## config.mk

```make
export PLATFORM = sky130hd
export DESIGN_NAME = if_prefetch
export DESIGN_NICKNAME = d
export VERILOG_FILES = /design/src/rtl/if_prefetch.sv
export SDC_FILE = /design/constraint.sdc
export NUM_CORES = 1
export LEC_CHECK = 0
export BUFFER_PORTS_ARGS = -buffer_cell sky130_fd_sc_hd__buf_2
export CAP_MARGIN = 20
export CORE_MARGIN = 2
export CORE_UTILIZATION = 61
export CTS_BUF_LIST = sky130_fd_sc_hd__clkbuf_4 sky130_fd_sc_hd__clkbuf_8
export DETAILED_ROUTE_END_ITERATION = 16
export GPL_ROUTABILITY_DRIVEN = 1
export HOLD_SLACK_MARGIN = 0.05
export PLACE_DENSITY = 0.88
export SYNTH_ARGS = -nofsm -noshare
export SYNTH_HDL_FRONTEND = slang
export SYNTH_SLANG_ARGS = --single-unit
export TNS_END_PERCENT = 5
```

## constraint.sdc

```tcl
create_clock -name Clk -period 4.4 [get_ports Clk]
set_clock_uncertainty 0.2 [all_clocks]
set_input_delay 0.44 -clock Clk [delete_from_list [all_inputs] [get_ports Clk]]
set_output_delay 0.44 -clock Clk [all_outputs]
set_load 0.01 [all_outputs]
```

## src/rtl/if_prefetch.sv

```systemverilog
// rtl/if_prefetch.sv - instruction-fetch prefetch front end with redirect flush
//
// Issues one outstanding request at a time to a handshaked instruction memory.
// Fetched words are buffered together with their PC+4 in a DEPTH-entry FIFO and
// handed to decode through a valid/ready handshake. A Redirect from the MEM stage
// flushes the FIFO and restarts fetching at the new address.
//
// Optional feature: define IFP_STATS_EN to add the StallCnt output.
//
// Ports:
//   Clk, Rst_n           clock (rising edge), asynchronous active-low reset
//   Redirect, RedirectPC taken branch/jump and its target (bits [1:0] ignored)
//   MemReq, MemAddr      instruction-memory request and its address
//   MemAck, MemRdata     request completion and returned instruction word
//   IfValid, IfReady     head-entry handshake towards decode
//   IfInstr, IfPCnext    head instruction and its PC+4
//   StallCnt             (IFP_STATS_EN only) saturating count of starved cycles
module if_prefetch #(
  parameter int          DEPTH    = 4,
  parameter logic [31:0] RESET_PC = 32'h0000_0000
) (
  input  logic        Clk,
  input  logic        Rst_n,
  input  logic        Redirect,
  input  logic [31:0] RedirectPC,
  output logic        MemReq,
  output logic [31:0] MemAddr,
  input  logic        MemAck,
  input  logic [31:0] MemRdata,
  output logic        IfValid,
  input  logic        IfReady,
  output logic [31:0] IfInstr,
  output logic [31:0] IfPCnext
`ifdef IFP_STATS_EN
  ,
  output logic [31:0] StallCnt
`endif
);

  localparam int AW = (DEPTH > 1) ? $clog2(DEPTH) : 1;
  localparam int CW = $clog2(DEPTH + 1);
  localparam logic [CW-1:0] FULL_CNT = CW'(DEPTH);

  typedef enum logic [1:0] {
    S_IDLE,
    S_FETCH,
    S_DRAIN
  } state_t;

  state_t        r_state;
  logic          r_mem_req;
  logic [31:0]   r_mem_addr;
  logic [31:0]   r_fetch_pc;

  logic [31:0]   r_instr  [DEPTH];
  logic [31:0]   r_pcnext [DEPTH];
  logic [AW-1:0] r_rd_ptr;
  logic [AW-1:0] r_wr_ptr;
  logic [CW-1:0] r_count;

  logic          w_push;
  logic          w_pop;
  logic [CW-1:0] w_count_next;
  logic [31:0]   w_pc_plus4;
  logic [31:0]   w_redirect_pc;

  assign w_pc_plus4    = r_fetch_pc + 32'd4;
  assign w_redirect_pc = RedirectPC & 32'hFFFF_FFFC;

  // Only an ack to a live FETCH request carries useful data; DRAIN acks are stale.
  assign w_push       = (r_state == S_FETCH) && MemAck && !Redirect;
  assign w_pop        = IfValid && IfReady;
  assign w_count_next = r_count + CW'(w_push) - CW'(w_pop);

  assign IfValid  = (r_count != '0) && !Redirect;
  assign IfInstr  = r_instr[r_rd_ptr];
  assign IfPCnext = r_pcnext[r_rd_ptr];
  assign MemReq   = r_mem_req;
  assign MemAddr  = r_mem_addr;

  // Request FSM. r_mem_addr only moves when no request is outstanding or when the
  // outstanding one is acked this cycle, so the address is stable until its ack.
  always_ff @(posedge Clk or negedge Rst_n) begin
    if (!Rst_n) begin
      r_state    <= S_IDLE;
      r_mem_req  <= 1'b0;
      r_mem_addr <= RESET_PC;
      r_fetch_pc <= RESET_PC;
    end else if (Redirect) begin
      r_fetch_pc <= w_redirect_pc;
      if (r_state == S_IDLE || MemAck) begin
        // Nothing left in flight: restart immediately at the target. A DRAIN
        // whose stale ack lands with a new Redirect also ends here.
        r_state    <= S_FETCH;
        r_mem_req  <= 1'b1;
        r_mem_addr <= w_redirect_pc;
      end else begin
        // Request still in flight: keep it up with its old address until acked.
        r_state   <= S_DRAIN;
        r_mem_req <= 1'b1;
      end
    end else begin
      case (r_state)
        S_IDLE: begin
          if (r_count < FULL_CNT) begin
            r_state    <= S_FETCH;
            r_mem_req  <= 1'b1;
            r_mem_addr <= r_fetch_pc;
          end
        end
        S_FETCH: begin
          if (MemAck) begin
            r_fetch_pc <= w_pc_plus4;
            r_mem_addr <= w_pc_plus4;
            if (w_count_next < FULL_CNT) begin
              r_state   <= S_FETCH;
              r_mem_req <= 1'b1;
            end else begin
              r_state   <= S_IDLE;
              r_mem_req <= 1'b0;
            end
          end
        end
        S_DRAIN: begin
          if (MemAck) begin
            r_state    <= S_FETCH;
            r_mem_req  <= 1'b1;
            r_mem_addr <= r_fetch_pc;
          end
        end
        default: begin
          r_state   <= S_IDLE;
          r_mem_req <= 1'b0;
        end
      endcase
    end
  end

  // FIFO storage; a Redirect empties it and blocks the same-cycle push and pop.
  always_ff @(posedge Clk or negedge Rst_n) begin
    if (!Rst_n) begin
      r_rd_ptr <= '0;
      r_wr_ptr <= '0;
      r_count  <= '0;
      for (int i = 0; i < DEPTH; i++) begin
        r_instr[i]  <= 32'h0;
        r_pcnext[i] <= 32'h0;
      end
    end else if (Redirect) begin
      r_rd_ptr <= '0;
      r_wr_ptr <= '0;
      r_count  <= '0;
    end else begin
      if (w_push) begin
        r_instr[r_wr_ptr]  <= MemRdata;
        r_pcnext[r_wr_ptr] <= w_pc_plus4;
        r_wr_ptr           <= r_wr_ptr + AW'(1);
      end
      if (w_pop) begin
        r_rd_ptr <= r_rd_ptr + AW'(1);
      end
      r_count <= w_count_next;
    end
  end

`ifdef IFP_STATS_EN
  logic [31:0] r_stall_cnt;

  // Cycles where decode could take an instruction but none is available.
  always_ff @(posedge Clk or negedge Rst_n) begin
    if (!Rst_n) begin
      r_stall_cnt <= 32'h0;
    end else if (IfReady && !IfValid && !Redirect && (r_stall_cnt != 32'hFFFF_FFFF)) begin
      r_stall_cnt <= r_stall_cnt + 32'd1;
    end
  end

  assign StallCnt = r_stall_cnt;
`endif

endmodule

```

Word-level counts from Yosys, hierarchy flattened:

Index checks and enable logic that the tools add are counted.

* input port bits: 69
* logic and storage cells: 88
* register bits after elaboration: 330
* output and inout bits: 98

* $add $sub $neg: 5
* reductions and logical operators: 18
* multiplexer cells: 36
* bitwise operators: 3
* equality and inequality tests: 6
* $lt $le $gt $ge: 5

Operators with widths (number)
* 32-bit two-way mux: 12
* 128-bit bitwise mux: 2
* 32-bit binary-select mux with 2-bit select: 2
* 32-bit one-hot mux with 3 select lines: 1
* 32-bit demux with 2-bit select: 1
* 32-bit by 3-bit adder with 32-bit output (second input constant): 1
* 2-bit two-way mux: 9
* 2-bit nonzero test: 4
* 3-bit greater-or-equal comparator (second input constant): 2
* 3-bit less-than comparator (second input constant): 2
* 1-bit two-way mux: 6
* 3-bit != test (second input constant): 2
* 2-bit NOT with 3-bit output: 2
* 2-bit one-hot mux with 3 select lines: 1
* 1-bit logical AND: 5
* 5-bit AND reduction: 1
* 2-bit by 1-bit adder with 2-bit output (second input constant): 2
* 2-bit AND reduction: 2
* 4-bit nonzero test: 1
* 3-bit by 1-bit adder with 3-bit output: 1
* 3-bit by 1-bit less-than comparator with 1-bit output (second input constant): 1
* 3-bit two-way mux: 1
* 3-bit by 2-bit != test with 1-bit output (second input constant): 1
* 1-bit one-hot mux with 3 select lines: 1
* 10 further kinds: 10

Logic depth before layout (Yosys ltp):

* depth after elaboration: 10
* gate-level depth with buffers: 14
* gate-level depth less buffers: 13

Worst setup path before layout:

OpenSTA, ideal clock, no wires.

* path kind: reg2reg
* start point: register r_state[1]
* end point: register r_mem_req (netlist: MemReq)
* arrival time: 2.822 ns
* path buffers: 1
* path slack: 1.229 ns
* period minus slack after synthesis: 3.171 ns
* data required time: 4.051 ns
* library setup time: 0.149 ns
* cell stages (with the launch flop): 15
* cell sequence: dfrtp_1 -> nand3b_1 -> nor2_2 -> inv_1 -> clkbuf_1 -> ha_1 -> inv_1 -> ha_1 -> inv_1 -> fa_1 -> xnor2_1 -> xnor2_1 -> o21ai_0 -> nand2_1 -> o2111ai_1

* cells in the longest elaborated chain, start to end: 10
* elaborated cells between the ends (all ways): 16
* those cells by class: add/sub: 2; order compare: 1; eq/ne: 5; mux: 4; reduce/logical: 4

Ends and longest elaborated chain
* from (decl): RTL line 50 `state_t r_state;`
* from (signal assigned): RTL line 85 `r_state <= S_IDLE;`
* from (signal assigned): RTL line 94 `r_state <= S_FETCH;`
* from (signal assigned): RTL line 99 `r_state <= S_DRAIN;`
* 2-bit by 1-bit == test with 1-bit output: RTL line 71, 103
* 1-bit logical AND (2 in a row): RTL line 71 `assign w_push = (r_state == S_FETCH) && MemAck && !Redirect;`
* 3-bit by 1-bit adder with 3-bit output: RTL line 73 `assign w_count_next = r_count + CW'(w_push) - CW'(w_pop);`
* 3-bit by 1-bit subtractor with 3-bit output: RTL line 73
* 3-bit less-than comparator: RTL line 115 `if (w_count_next < FULL_CNT) begin`
* 1-bit two-way mux: RTL line 115
* 1-bit two-way mux: RTL line 112 `if (MemAck) begin`
* 1-bit one-hot mux with 3 select lines: RTL line 103 `case (r_state)`
* 1-bit two-way mux: RTL line 89 `end else if (Redirect) begin`
* to (signal assigned): RTL line 107 `r_mem_req <= 1'b1;`
* to (signal assigned): RTL line 117 `r_mem_req <= 1'b1;`
* to (signal assigned): RTL line 120 `r_mem_req <= 1'b0;`
* to (decl): RTL line 51 `logic r_mem_req;`

Parallel ways exist; a longest one is shown, timed or not. The select of a mux whose other input is x is not followed.
A chain may end at the register's enable or synchronous reset.

Worst setup path in the final report:

* start point: register r_state[0]
* end point: register r_mem_req (netlist: MemReq)

The elaborated chain is that of the path after synthesis.

==> impl_metrics.toml <==
[sta]
period_share_pct = 82.6
max_freq_mhz = 275
worst_slew_pin_slew_ps = 989
setup_viol = 0
maxSlewViolCount = 0
fin_tns_setup_ps = 0
rsz0062_at_grt = "no"
post-route-min-period_ps = 3640
max-slew-margin-rel_pct = 33.5
finalHoldViolations = 0

[logic_synthesis]
yosys_warnings = 0
synth_ff_type = "dfrtp_1"
postSynthCellCount = 1248
synth_seq_cells = 319
synth_top_area_share_pct = 53.2
synth_area_leader_cell = "dfrtp_1"
netlist_area_um2 = 15000
synthTopCellsByArea = "dfrtp_1, mux2_2, mux4_2, o21ai_0, nand2_1"
synth_edf_count = 0
yosysSeqAreaShare_pct = 53.2
synth.avg_cell_area_um2 = 12.0
yosys.cell_types.count = 62
async_reset_ff_share_pct = 100

[min_path]
hold_class = "in -> reg"
hold_start = "RedirectPC[14]"

[worst_setup_path]
path_buf_inv = 3
cp-startpoint = "r_state[0]"
max_stage_delay_ps = 550
worst-path-max-fanout = 13
path_delay_family = "adder cells"
startpoint_type = "register"
crit_type = "reg -> reg"
required_ps = 4620
r2r-start = "r_state[0]"
cp.arrival_ps = 3860
crit_slowest_cell = "dfrtp_1"
critPathCaptureType = "register"
worstPathCellList = "nand3b_1, nor2_2, inv_1, ha_1, inv_1, ha_1, inv_1, fa_1, xnor2_1, xnor2_1, o21ai_0, nand2_1, o2111ai_1"
crit_path_frequent_cell = "inv_1"

[drt]
wl_per_cell_um = 20.4
route.vias.total = 10800
wl_um = 36700
dr.pass1.iters = 5
drc_errors = 0
ant_nets = 0
via_per_inst = 6.03
initialDrtViolationCount = 1110

[floorplan]
die_w_um = 161
num_rows = 57
io_pins = 167
die-height_um = 161
start_util_pct = 61.9
core_area_um2 = 24200
die-area_um2 = 25900

[final_layout]
layout-drive-gt1-share_pct = 33.2
seqCellArea_um2 = 7990
area_growth_pct = 17.6
nFillCells = 1548
nNetsFinal = 1521
multiInputGateArea_um2 = 6520
antenna_cells = 0
final_common_cell = "dfrtp_1"
final_cell_mix = "dfrtp_1, nand2_1, buf_2"

[clock_network]
cts_buffer_depth = 3
clk-insertion-delay-late_ps = 580
cts-root-buf = "clkbuf_8"
clock-sinks = 319
postCtsHoldBufs = 63
cts_buffers = 52
cts_resized = 0
htree_num_levels = 2
cts_tree = "done"
clk_pin_slew_ps = 60
post-cts-setup-buffers = 0

[pwr]
power_leakage_nw = 8.02
power_w = 0.0105
vdd_drop_max_mv = 0.441
powerDensity_nw_per_um2 = 597

[placement]
place_congestion = 0.940
dp.final_hpwl_um = 21900
port_buffers = 162

[global_route]
grt_pass1_vias = 11200
grt.overflow.total = 0
grt_first_pass_wirelength_um = 59500
grtUsageTotal_pct = 28.9
grt_max_degree = 112
antenna_found_initial = 0

[run_status]
outcome = "finished, final reports clean"

[flow_run]
drv_cap = 0
## state kept, by name, summed over array words and instances, names as in the netlist
register	flops
r_instr	128
r_pcnext	120
MemAddr	31
r_fetch_pc	30
r_count	3
r_rd_ptr	2
r_state	2
r_wr_ptr	2
MemReq	1
## metrics by stage
stage                     instances  cell area (um^2)  hold WS, ps  setup slack (ps)  utilization (%)
after floorplan                1249             15000        -55.6              1230                -
after global placement         1649             15900          256               891             65.7
after detailed placement       1649             15900          266               856             65.7
after CTS                      1795             17600         65.3               834             72.6
after global routing           1797             17600         96.1               477             72.8
final                          1797             17600          108               764             72.8
## cell usage after synthesis (5+ instances only)
| master | count |
|---|---|
| inv_1 | 16 |
| nand2b_1 | 5 |
| xnor2_1 | 39 |
| buf_1 | 5 |
| buf_2 | 31 |
| xor2_1 | 35 |
| nand4_1 | 15 |
| nand3_1 | 19 |
| nor4_1 | 7 |
| dfrtp_1 | 319 |
| o21ai_1 | 6 |
| mux4_2 | 62 |
| mux2_2 | 143 |
| mux2i_1 | 19 |
| o21ai_0 | 152 |
| buf_4 | 9 |
| a21oi_1 | 11 |
| nand2_1 | 186 |
| nor2_1 | 25 |
| ha_1 | 7 |
| nor3_1 | 21 |
| a221oi_1 | 6 |
| clkbuf_1 | 50 |
## power breakdown
part	internal, W	switching (W)	leakage [nW]
clock network	0.00149	0.00113	0.556
logic	0.00171	0.00159	3.37
registers	0.00392	0.000703	4.10
total	0.00712	0.00342	8.02
## logic make-up (layout without fill, tap and decap cells)
kind of cell,after synthesis,in the layout,share of synthesized area (%)
DFF,319,319,53.2
and+or+nand+nor,315,315,9.94
muxes,224,224,21.3
AOI/OAI and AO/OA,191,191,6.87
buffers and inverters,115,339,3.55
xor gates and xnor gates,75,75,4.43
adders and majority gates,8,8,0.717
other,1,2,0.0250
## worst reg2reg max path: stages, from the launching register on
cell	delay [ps]
dfrtp_1	550
nand3b_1	180
nor2_2	450
inv_1	430
ha_1	420
inv_1	60
ha_1	130
inv_1	50
fa_1	380
xnor2_1	150
xnor2_1	210
o21ai_0	100
nand2_1	80
o2111ai_1	100
## area by class of cell
| cell class | count | share of cell area (%) |
|---|---|---|
| clock buffers | 81 | 5.71 |
| clock inverters | 2 | 0.199 |
| inverters | 16 | 0.340 |
| multi-input cells | 815 | 37.0 |
| well taps | 324 | 2.30 |
| repair buffers | 240 | 9.23 |
| flip-flops and latches | 319 | 45.3 |
## final timing paths
check	slack [ps]	endpoint	depth (start not counted)
max	760	MemReq	13
min	110	r_fetch_pc[14]	3
max reg2reg	760	MemReq	13
min reg2reg	270	r_pcnext[120]	2
max in group asynchronous	2530	r_instr[122]	3
min in group asynchronous	330	r_instr[5]	2
## per-layer routing
layer | GRT usage, % | share of wire [%] | wire (um)
met1 | 37.8 | 40 | 14600
met2 | 48.5 | 50 | 18300
met4 | 10.2 | 3.0 | 1110
met3 | 6.02 | 7.3 | 2670
met5 | 0 | 0 | 0
(Power assumes the default switching activity.)
